[src/rtl/maxpool2x2.sv]
// 2x2 stride-2 max-pool over an IN_ROWS x IN_COLS map held in a source buffer,
// writing one signed maximum per window into a destination buffer.
module maxpool2x2 #(
  parameter int DATA_WIDTH    = 32,
  parameter int IN_ROWS       = 4,
  parameter int IN_COLS       = 4,
  parameter int ADR_IN_WIDTH  = 4,
  parameter int ADR_OUT_WIDTH = 2
) (
  input  logic                     clk,
  input  logic                     rst,
  input  logic                     axisif_in_start,
  output logic                     axisif_out_done,
  output logic [ADR_IN_WIDTH-1:0]  out_adrIn,
  input  logic [DATA_WIDTH-1:0]    in_dataIn,
  output logic [ADR_OUT_WIDTH-1:0] out_adrOut,
  output logic [DATA_WIDTH-1:0]    out_dataOut,
  output logic                     out_wr
);

  localparam int HR   = IN_ROWS / 2;
  localparam int HC   = IN_COLS / 2;
  localparam int WR_W = (HR > 1) ? $clog2(HR) : 1;
  localparam int WC_W = (HC > 1) ? $clog2(HC) : 1;

  typedef enum logic [1:0] {IDLE, READ, WRITE, DONE} state_t;

  state_t                       state, state_nxt;
  logic [WR_W-1:0]              wr, wr_nxt;
  logic [WC_W-1:0]              wc, wc_nxt;
  logic [1:0]                   k;
  logic signed [DATA_WIDTH-1:0] max_q, win_max;
  logic                         last_col, last_win;

  // Source address of element k (dr=k[1], dc=k[0]) of window (r,c).
  function automatic logic [ADR_IN_WIDTH-1:0] rd_adr(input logic [WR_W-1:0] r,
                                                      input logic [WC_W-1:0] c,
                                                      input logic [1:0]      kk);
    rd_adr = ADR_IN_WIDTH'((2 * int'(r) + int'(kk[1])) * IN_COLS
                           + 2 * int'(c) + int'(kk[0]));
  endfunction

  always_comb begin
    last_col = (wc == WC_W'(HC - 1));
    last_win = last_col && (wr == WR_W'(HR - 1));
    wc_nxt   = last_col ? '0 : wc + 1'b1;
    wr_nxt   = last_col ? wr + 1'b1 : wr;
    // First element loads unconditionally so all-negative windows stay negative.
    win_max  = (k == 2'd0 || $signed(in_dataIn) > max_q) ? $signed(in_dataIn) : max_q;
  end

  always_ff @(posedge clk or posedge rst) begin
    if (rst) state <= IDLE;
    else     state <= state_nxt;
  end

  always_comb begin
    state_nxt       = state;
    out_wr          = 1'b0;
    axisif_out_done = 1'b0;
    case (state)
      IDLE:  if (axisif_in_start) state_nxt = READ;
      READ:  if (k == 2'd3) state_nxt = WRITE;
      WRITE: begin
        out_wr    = 1'b1;
        state_nxt = last_win ? DONE : READ;
      end
      DONE: begin
        axisif_out_done = 1'b1;
        state_nxt       = IDLE;
      end
      default: state_nxt = IDLE;
    endcase
  end

  // Read address is registered one cycle ahead so it is stable for the whole read cycle.
  always_ff @(posedge clk or posedge rst) begin
    if (rst) begin
      wr          <= '0;
      wc          <= '0;
      k           <= '0;
      max_q       <= '0;
      out_adrIn   <= '0;
      out_adrOut  <= '0;
      out_dataOut <= '0;
    end else begin
      case (state)
        IDLE: if (axisif_in_start) begin
          wr        <= '0;
          wc        <= '0;
          k         <= '0;
          out_adrIn <= rd_adr('0, '0, 2'd0);
        end
        READ: begin
          max_q <= win_max;
          if (k == 2'd3) begin
            out_dataOut <= win_max;
            out_adrOut  <= ADR_OUT_WIDTH'(int'(wr) * HC + int'(wc));
          end else begin
            k         <= k + 2'd1;
            out_adrIn <= rd_adr(wr, wc, k + 2'd1);
          end
        end
        WRITE: begin
          wr <= wr_nxt;
          wc <= wc_nxt;
          k  <= '0;
          if (!last_win) out_adrIn <= rd_adr(wr_nxt, wc_nxt, 2'd0);
        end
        default: ;
      endcase
    end
  end

endmodule

[config.mk]
export PLATFORM = sky130hd
export DESIGN_NAME = maxpool2x2
export DESIGN_NICKNAME = d
export VERILOG_FILES = /design/src/rtl/maxpool2x2.sv
export SDC_FILE = /design/constraint.sdc
export NUM_CORES = 1
export LEC_CHECK = 0
export ABC_CLOCK_PERIOD_IN_PS = 5200
export BUFFER_PORTS_ARGS = -buffer_cell sky130_fd_sc_hd__buf_4
export CAP_MARGIN = 20
export CORE_ASPECT_RATIO = 1.4
export CORE_MARGIN = 2
export CORE_UTILIZATION = 25
export DETAILED_ROUTE_END_ITERATION = 10
export PLACE_DENSITY = 0.5
export SKIP_CTS_REPAIR_TIMING = 1
export SLEW_MARGIN = 0
export SYNTH_ARGS = -nofsm -noshare
export SYNTH_HDL_FRONTEND = slang
export SYNTH_SLANG_ARGS = --single-unit
[constraint.sdc]
create_clock -name clk -period 5.2 [get_ports clk]
set_input_delay 1.56 -clock clk [delete_from_list [all_inputs] [get_ports clk]]
set_output_delay 1.56 -clock clk [all_outputs]
set_load 0.01 [all_outputs]
; ---- Yosys cells after proc, flatten, opt, wreduce, memory -nomap -nowiden
; Index checks and enable logic that the tools add are counted.
[word_totals]
out_inout_bits = 40
register_bits = 76
elab_cells = 55
[classes]
n_reduce_logical = 11
n_addsub = 8
eq_ne = 8
n_lt_le_gt_ge = 1
mux = 19
[ops]
columns = operator, n
row1 = 32-bit > comparator, 1
row2 = 32-bit 2-to-1 mux, 1
row3 = 4-bit 2-to-1 mux, 3
row4 = 4-bit case mux with 3 select lines, 1
row5 = 2-bit 2-to-1 mux, 5
row6 = 4-bit by 2-bit adder with 4-bit output, 2
row7 = "2-bit != test, second input constant", 4
row8 = 2-bit case mux with 4 select lines, 1
row9 = "2-bit == test, second input constant", 3
row10 = 2-bit case mux with 3 select lines, 1
row11 = 2-bit AND reduction, 3
row12 = 1-bit 2-to-1 mux, 5
row13 = 2-bit by 1-bit adder with 2-bit output, 2
row14 = 4-bit by 1-bit adder with 4-bit output, 1
row15 = 2-bit logical NOT, 2
row16 = 1-bit case mux with 2 select lines, 2
row17 = 4-bit AND reduction, 1
row18 = 3-bit AND reduction, 1
row19 = 3-bit nonzero test, 1
row20 = "1-bit adder, second input constant", 2
row21 = "2-bit by 1-bit adder with 2-bit output, second input constant", 1
row22 = "2-bit by 1-bit == test with 1-bit output, second input constant", 1
row23 = 2-bit nonzero test, 1
row24 = 1-bit logical AND, 1
row25 = 1-bit logical OR, 1

; ---- Depth between registers and ports, before layout
; Gate-level depths: netlist of run 1.
[depth]
depth_word = 6
ltp_mapped = 10
mapped_depth_nobuf = 9

; ---- Worst setup path after synthesis of run 1
; OpenSTA, ideal clock, no wires.
[synth_timing]
kind = input -> register
start = input in_dataIn[17]
end = register max_q[10]
slack_ps = 1409
arrival_time_ps = 3665
required_ps = 5075
stages = 9
path_cell_list = ha_1 a21o_1 a221o_1 a22oi_2 nand4_1 or3_4 nand3_4 buf_6 mux2_4
[synth_via]
elab_chain_cells = 3
[synth_lines]
columns = item, line
row1 = "start, declared", 15  ; input logic [DATA_WIDTH-1:0] in_dataIn,
row2 = 32-bit > comparator, 49  ; win_max = (k == 2'd0 || $signed(in_dataIn) > max_q) ? $signed(in_dataIn) : max_q;
row3 = 1-bit logical OR, 49
row4 = 32-bit 2-to-1 mux, 49
row5 = "end signal, assigned", 95  ; max_q <= win_max;
row6 = "end, declared", 32  ; logic signed [DATA_WIDTH-1:0] max_q, win_max;
; No other way between the ends.
; A chain may end at the register's enable or synchronous reset.

; ---- Worst setup path in the final report of run 1
[layout_timing]
start = input in_dataIn[31]
end = register max_q[18]
; Same word-level chain as after synthesis.

==> impl_metrics.toml, run 1 <==
[sta]
setup_violations = 0
max-slew-margin-rel = 0.416
max_slew.worst_pin.slew_ns = 0.876
worst_slack_ns = 1.10
hold_viol = 0
tns_ns = 0
fin_skew_ns = 0.0104
fmax_ghz = 0.244
finalCritPeriodShare = 0.789
holdWs_ns = 0.489
rsz0062_at_grt = "false"
final_max_slew_viol_count = 0
min_period_ns = 4.10

[detailed_routing]
antenna_left = 0
avgViaCountPerCell = 4.90
drc_errors = 0
wl_um = 12400
wl_per_cell_um = 17.4
num_vias = 3501
first_pass_iters = 4
drt_iter0_markers = 238

[grt]
grt_pass1_wl_um = 20400
grt_usage = 0.139
grt-ovfl-total = 0
grt_max_degree = 66
grt_pass1_vias = 3782
grt_antenna_before_repair = 0

[die]
placementRows = 57
die_w_um = 117
dieHeight_um = 162
die_area_um2 = 18900
start_util = 0.256
coreArea_um2 = 17400
ioPinCount = 75

[yosys]
synth_nets = 479
synth_ff_type = "dfrtp_1"
synth_cells = 404
synth_edf_count = 0
syn-mean-instance-area_um2 = 11.0
yosysUniqueCellTypes = 46
syn-cell-area_um2 = 4450
async_flop_share = 1.00
synth_warnings = 0
synth.area.top_cells = "dfrtp_1, ha_1, mux2_4, a2bb2oi_1, nand4_1"
synth_top_area_share = 0.427
ys_seq_area_frac = 0.427
yosys.area.top_type = "dfrtp_1"
synth_seq_cells = 76

[cts]
cts-root-buf = "clkbuf_16"
clk_pin_slew_ns = 0.06
cts_made_buffers = 9
cts_tree = "done"
cts_num_sinks = 76
clock_path_buffers = 2
htreeDepth = 3
clock_latency_ns = 0.34

[critical_path]
worstPathCellList = "buf_4, ha_1, nand4_1, nor4_2, and4_1, nor3b_2, or3_4, nand3_4, buf_4, mux2_4"
reg2reg_setup_slack_ns = 2.05
critPathKind = "primary input to flip-flop"
cp-end-kind = "flip-flop"
critPathMaxFanout = 17
max_stage_delay_ns = 0.38
required_ns = 5.42
crit_top_cell = "buf_4"
cp_slowest_cell = "nor4_2"
critPathArrivalTime_ns = 4.32
critPathLaunchType = "primary input"

[cells_and_area]
most-common-layout-cells = "buf_4, dfrtp_1, ha_1, nand4_1, inv_1"
seq_area_um2 = 1900
nFillCells = 1808
stdcell_count = 715
area_growth_pct = 25.8
final_core_util = 0.322
drive_gt1_frac = 0.294
antenna_cells = 0
multi_input_area_um2 = 2290
mostFrequentLayoutCell = "buf_4"
nets = 549

[status]
run_status = "complete, no violations"

[placed_design]
hpwl_um = 8840
gp_congestion = 0.784
dp_cells = 699
dp_slack_ns = 0.694
io_buffers = 74

[pwr]
leakagePower_nw = 2.67
peakVddDrop_mv = 0.211
p_per_area_nw_per_um2 = 620

[worst_hold_path]
hp-class = "flip-flop to flip-flop"

[run]
maxCapViolCount = 0
-- flip-flops by register name (all words and copies together), names as in the netlist --
name,count
out_dataOut,32
out_adrOut,2
out_adrIn,4
max_q,32
last_col,1
state,2
k,2
wr,1
-- cell usage after synthesis, types with 2 or more instances --
master,number
inv_1,39
ha_1,40
o211ai_1,2
nor3b_1,2
nor2_1,4
o21ai_0,8
o31ai_1,31
mux2_1,2
nor3_2,2
dfrtp_1,76
buf_1,2
buf_2,4
nand2b_1,2
a21boi_0,2
buf_6,3
nand4_1,38
nand2_1,24
and2_1,2
a21oi_1,11
clkbuf_1,17
nor2b_1,3
a2bb2oi_1,31
nand3_1,4
mux2_4,30
a32o_1,4
-- through the flow --
stage	power, mW	area, um2
after CTS	3.52	5600
after detailed placement	2.81	5280
after global placement	2.77	5280
after global routing	3.75	5600
after floorplan	2.22	4450
final	3.47	5600
-- layer usage --
metal	track usage	wire length [um]	part of all wire
met5	0	0	0
met4	0.0529	263	0.021
met3	0.0392	613	0.049
met2	0.243	6460	0.52
met1	0.160	5090	0.41
-- critical path: cells and delay by family --
| family | cells | cell delay (ns) |
|---|---|---|
| fa+ha+maj | 1 | 0.34 |
| mux | 1 | 0.31 |
| buf+inv | 2 | 0.44 |
| simple gates | 6 | 1.64 |
-- cell type report --
cell class	count	area share
Clock inverter	6	0.0154
Inverter	39	0.0261
Multi-Input combinational cell	263	0.410
Sequential cell	76	0.340
Timing Repair Buffer	85	0.114
Tap cell	236	0.0527
Clock buffer	10	0.0427
-- final timing paths --
path	from	to	cells after the start
hold / removal	out_adrOut[0]	out_adrOut[0]	2
max in group asynchronous	rst	max_q[18]	3
hold reg to reg	out_adrOut[0]	out_adrOut[0]	2
setup / recovery	in_dataIn[31]	max_q[18]	10
setup reg to reg	max_q[31]	max_q[18]	10
min in group asynchronous	rst	out_dataOut[31]	2
-- where the power goes --
part           total [mW]  internal (mW)  switching [mW]  leakage [nW]
combinational        1.71          0.862           0.848          1.60
sequential           1.07          0.892           0.181         0.908
clock               0.691          0.433           0.258         0.159
total                3.47           2.19            1.29          2.67
-- cells by family (layout without fill, tap and decap cells) --
| logic type | Yosys count | in the layout | share of synthesized area |
|---|---|---|---|
| AOI/OAI and AO/OA | 99 | 99 | 0.171 |
| and+or+nand+nor | 91 | 91 | 0.120 |
| DFF | 76 | 76 | 0.427 |
| buffers and inverters | 65 | 140 | 0.0610 |
| adders and majority gates | 40 | 40 | 0.112 |
| muxes | 33 | 33 | 0.108 |
Power figures use the tool's default switching activity.
==> run 2, diff against run 1 <==
ABC_AREA = 1   (was not set)
ABC_CLOCK_PERIOD_IN_PS = 3600   (was 5200)
PLACE_DENSITY = 0.51   (was 0.5)
clock period = 3.6 ns   (was 5.2 ns; I/O delays follow)
==> impl_metrics.toml, run 2 <==
[status]
run_status = "complete, no violations"

[critical_path]
critPathKind = "primary input to flip-flop"
critPathLaunchType = "primary input"
cp-end-kind = "flip-flop"
critPathMaxFanout = 18
critPathArrivalTime_ns = 3.06
required_ns = 3.82

[cells_and_area]
area_growth_pct = 23.9
multi_input_area_um2 = 2360
nets = 746
most-common-layout-cells = "nand2_1, nand3_1, inv_1, buf_4, dfrtp_1"
nFillCells = 2045
reg.largest.list = "max_q: 32 flops, out_dataOut: 32 flops, out_adrIn: 4 flops"
mostFrequentLayoutCell = "nand2_1"
seq_area_um2 = 1900
drive_gt1_frac = 0.213
antenna_cells = 0
final_cell_area_um2 = 5880
final_core_util = 0.316

[pwr]
intPower_mw = 2.56
leakagePower_nw = 3.06
p_sw_mw = 2.05
p_per_area_nw_per_um2 = 785
power.total_mw = 4.61
comb_power_share = 0.511
peakVddDrop_mv = 0.364
pwr-share-seq = 0.298
power.share.clock = 0.191
switching_share = 0.444

[yosys]
syn-cell-area_um2 = 4750
synthAdderAreaFrac = 0.105
synth_cells = 594
synth.area.mux_share = 0
synth_ff_type = "dfrtp_1"
synth.area.top_cells = "dfrtp_1, nand2_1, nand3_1, ha_1, nand2_4"
yosysUniqueCellTypes = 29
synth_edf_count = 0
synth_most_common_cell = "nand2_1"
synth_top_family_by_area = "simple AND/OR/NAND/NOR gates"
synth-compound-area-share = 0.0388
ys_seq_area_frac = 0.401
synth_common_cells = "nand2_1, nand3_1, inv_1"
synth_nets = 669
synth_simple_gate_area_share = 0.353
synth_warnings = 0
synthXorXnorAreaFrac = 0
async_flop_share = 1.00
synth_seq_cells = 76
synth_top_area_share = 0.401
syn-mean-instance-area_um2 = 7.99
yosys.area.top_type = "dfrtp_1"

[grt]
grt-ovfl-total = 0
grt_pass1_vias = 4108
grt_pass1_wl_um = 20800
grt_usage = 0.132
grt_antenna_before_repair = 0
grt_max_degree = 41

[placed_design]
hpwl_um = 8690
dp_slack_ns = 0.359
placed_cell_area_um2 = 5600
gp_congestion = 0.750
io_buffers = 74

[sta]
setup_violations = 0
final_max_slew_viol_count = 0
tns_ns = 0
hold_viol = 0
worst_slack_ns = 0.756
rsz0062_at_grt = "false"
min_period_ns = 2.84
finalCritPeriodShare = 0.790
max-slew-margin-rel = 0.511
fin_skew_ns = 0.0114
max_slew.worst_pin.slew_ns = 0.732
fmax_ghz = 0.352

[die]
die_w_um = 120
coreArea_um2 = 18600
placementRows = 59
ioPinCount = 75
start_util = 0.255
die_area_um2 = 20100
dieHeight_um = 167

[detailed_routing]
antenna_left = 0
avgViaCountPerCell = 4.24
wl_um = 12300
drc_errors = 0
first_pass_iters = 4
drt_iter0_markers = 126
wl_per_cell_um = 13.4
num_vias = 3901

[cts]
htreeDepth = 3
clock_path_buffers = 2
clock_latency_ns = 0.35
cts_made_buffers = 9
clk_pin_slew_ns = 0.07
cts_num_sinks = 76
cts_tree = "done"
cts-root-buf = "clkbuf_16"

[run]
maxCapViolCount = 0

[worst_hold_path]
hp-class = "flip-flop to flip-flop"
run 2: final timing paths:
path,from,end,slack [ns],depth (start not counted)
worst min register to register,max_q[9],max_q[9],0.48,2
min in group asynchronous,rst,max_q[24],0.70,2
max in group asynchronous,rst,out_dataOut[0],2.31,3
worst max register to register,max_q[31],out_dataOut[11],1.22,14
worst min-delay path,max_q[9],max_q[9],0.48,2
worst max-delay path,in_dataIn[31],out_dataOut[11],0.76,14
run 2: logic make-up (layout without fill, tap and decap cells):
kind of cell / after synthesis / in the layout
fa+ha+maj: 40 / 40
simple gates: 334 / 334
compound gates: 33 / 33
flops: 76 / 76
buf+inv: 111 / 193
run 2: power groups by stage:
stage | sequential (mW) | clock (mW) | combinational [mW]
6_report | 1.38 | 0.883 | 2.36
3_5_place_dp | 1.39 | 0 | 2.41
4_1_cts | 1.38 | 0.901 | 2.41
3_3_place_gp | 1.39 | 0 | 2.38
5_1_grt | 1.43 | 0.945 | 2.72
2_1_floorplan | 1.41 | 0 | 1.66
run 2: stage by stage:
step           hold WS [ns]  cells
6_report              0.480    920
5_1_grt               0.497    920
4_1_cts               0.482    920
3_5_place_dp          0.466    904
3_3_place_gp          0.463    904
2_1_floorplan         0.449    594
run 2: worst max-delay path: stages:
cell	delay, ns
buf_4	0.12
ha_1	0.36
nand2_1	0.11
nor2_2	0.14
nand4_2	0.13
nor2_1	0.15
nand2_1	0.09
nand3_1	0.11
nand3_4	0.12
nand2_8	0.25
buf_12	0.19
nand2_4	0.05
nand3_1	0.06
nand2_1	0.08
run 2: area by class of cell:
class                           instances  area share
Sequential cell                        76       0.323
Clock buffer                            9      0.0383
Multi-Input combinational cell        407       0.401
Timing Repair Buffer                   88       0.119
Inverter                               89      0.0570
Clock inverter                          7     0.00936
Tap cell                              244      0.0519
run 2: metal layers:
metal / global-route usage / vias up / routed length [um]
li1: - / 2031 / -
met1: 0.164 / 1797 / 5570
met2: 0.224 / 59 / 6100
met3: 0.0291 / 14 / 459
met4: 0.0430 / 0 / 201
met5: 0 / - / 0
==> run 3, diff against run 2 <==
ABC_CLOCK_PERIOD_IN_PS = 2700   (was 3600)
PLACE_DENSITY = 0.5   (was 0.51)
clock period = 2.7 ns   (was 3.6 ns; I/O delays follow)
==> impl_metrics.toml, run 3 (synthesis results as in run 2) <==
[die]
die_w_um = 120
die_area_um2 = 20100
placementRows = 59
start_util = 0.255
coreArea_um2 = 18600
dieHeight_um = 167
ioPinCount = 75

[cells_and_area]
drive_gt1_frac = 0.223
stdcell_count = 930
final_cell_area_um2 = 6040
mostFrequentLayoutCell = "nand2_1"
area_growth_pct = 27.3
nets = 757
seq_area_um2 = 1900
nFillCells = 2030
most-common-layout-cells = "nand2_1, nand3_1, buf_4, inv_1, dfrtp_1"
reg.largest.list = "max_q: 32 flops, out_dataOut: 32 flops, out_adrIn: 4 flops"
multi_input_area_um2 = 2360
antenna_cells = 0

[detailed_routing]
num_vias = 3958
antenna_left = 0
wl_um = 12400
drc_errors = 0
drt_iter0_markers = 127
avgViaCountPerCell = 4.26
wl_per_cell_um = 13.3
first_pass_iters = 4

[critical_path]
worstPathCellList = "buf_4, ha_1, nand2_1, nor2_2, nand4_2, a21oi_2, nor2_1, nand3_1, nand3_4, nand2_8, buf_12, nand2_4, nand3_1, nand2_1"
critPathMaxFanout = 10
critPathArrivalTime_ns = 2.64
cp_slowest_cell = "ha_1"
critPathLaunchType = "primary input"
r2r-end = "out_dataOut[23]"
cp_top_family = "simple AND/OR/NAND/NOR gates"
crit_buf_inv = 2
reg2reg_setup_slack_ns = 0.46
reg2regPathDepth = 14
cp-end-kind = "flip-flop"
required_ns = 2.92
timing.rr.start = "max_q[31]"
critPathKind = "primary input to flip-flop"
max_stage_delay_ns = 0.31

[sta]
max_slew.worst_pin.slew_ns = 0.584
fmax_ghz = 0.412
finalCritPeriodShare = 0.899
hold_viol = 0
setup_violations = 0
tns_ns = 0
holdWs_ns = 0.476
rsz0062_at_grt = "false"
max-slew-margin-rel = 0.607
final_max_slew_viol_count = 0
fin_skew_ns = 0.0101
min_period_ns = 2.43

[cts]
clk_pin_slew_ns = 0.06
cts_made_buffers = 9
cts_num_sinks = 76
clock_path_buffers = 2
htreeDepth = 3
clock_latency_ns = 0.34
cts-root-buf = "clkbuf_16"
cts_tree = "done"

[pwr]
leakagePower_nw = 3.14
p_per_area_nw_per_um2 = 1080
peakVddDrop_mv = 0.460
power.total_mw = 6.50

[run]
maxCapViolCount = 0

[worst_hold_path]
hp-class = "flip-flop to flip-flop"
holdPathStages = 2
worstHoldEndpoint = "max_q[9]"
min_from = "max_q[9]"

[status]
run_status = "complete, no violations"

[placed_design]
hpwl_um = 8830
io_buffers = 74
placed_cell_area_um2 = 5740
dp_cells = 915
gp_congestion = 0.773

[grt]
grt_usage = 0.131
grt_antenna_before_repair = 0
grt_pass1_wl_um = 20800
grt-ovfl-total = 0
grt_max_degree = 55
grt_pass1_vias = 4093
run 3: changes by cell type in the layout (fill, tap and decap cells not counted):
cell / previous run / this run
bufinv_16: 0 / 2
buf_12: 3 / 7
buf_4: 85 / 92
clkbuf_1: 0 / 1
inv_6: 4 / 0
run 3: layout make-up:
cell class                 instances  area share
clock buffer                      10      0.0379
clock inverter                     5      0.0128
inverter                          89      0.0559
multi-input combinational        407       0.391
sequential                        76       0.315
tap                              244      0.0505
timing repair buffer              99       0.137
run 3: metal layers:
metal,vias to the layer above,global-route usage,part of all wire
met5,-,0,0
met3,7,0.0226,0.030
li1,2054,-,-
met4,0,0.0460,0.017
met1,1834,0.165,0.46
met2,63,0.225,0.50
run 3: how the worst max path moves through the flow:
stage               depth (start not counted)  slack (ns)               to           from
floorplan                                  13        0.33  out_dataOut[29]  in_dataIn[31]
global placement                           15        -0.1  out_dataOut[16]  in_dataIn[13]
detailed placement                         14       -0.11  out_dataOut[16]  in_dataIn[31]
CTS                                        14        0.24  out_dataOut[16]  in_dataIn[31]
global route                               15        0.05  out_dataOut[16]  in_dataIn[13]
finish                                     14        0.27  out_dataOut[23]  in_dataIn[31]
run 3: tightest hold or removal path: stages (launching register included):
cell and delay (ns):
dfrtp_1 0.34, nand2_1 0.05, nand2_1 0.05
run 3: power by group:
group / internal (mW) / switching, mW / total (mW)
Combinational: 1.39 / 1.99 / 3.39
Clock: 0.802 / 0.483 / 1.28
Sequential: 1.59 / 0.245 / 1.83
run 3: stage by stage:
| stage | setup slack (ns) | util |
|---|---|---|
| after global placement | -0.0994 | 0.308 |
| final | 0.274 | 0.325 |
| after CTS | 0.240 | 0.325 |
| after global routing | 0.0480 | 0.325 |
| after detailed placement | -0.108 | 0.308 |
| after floorplan | 0.332 | - |
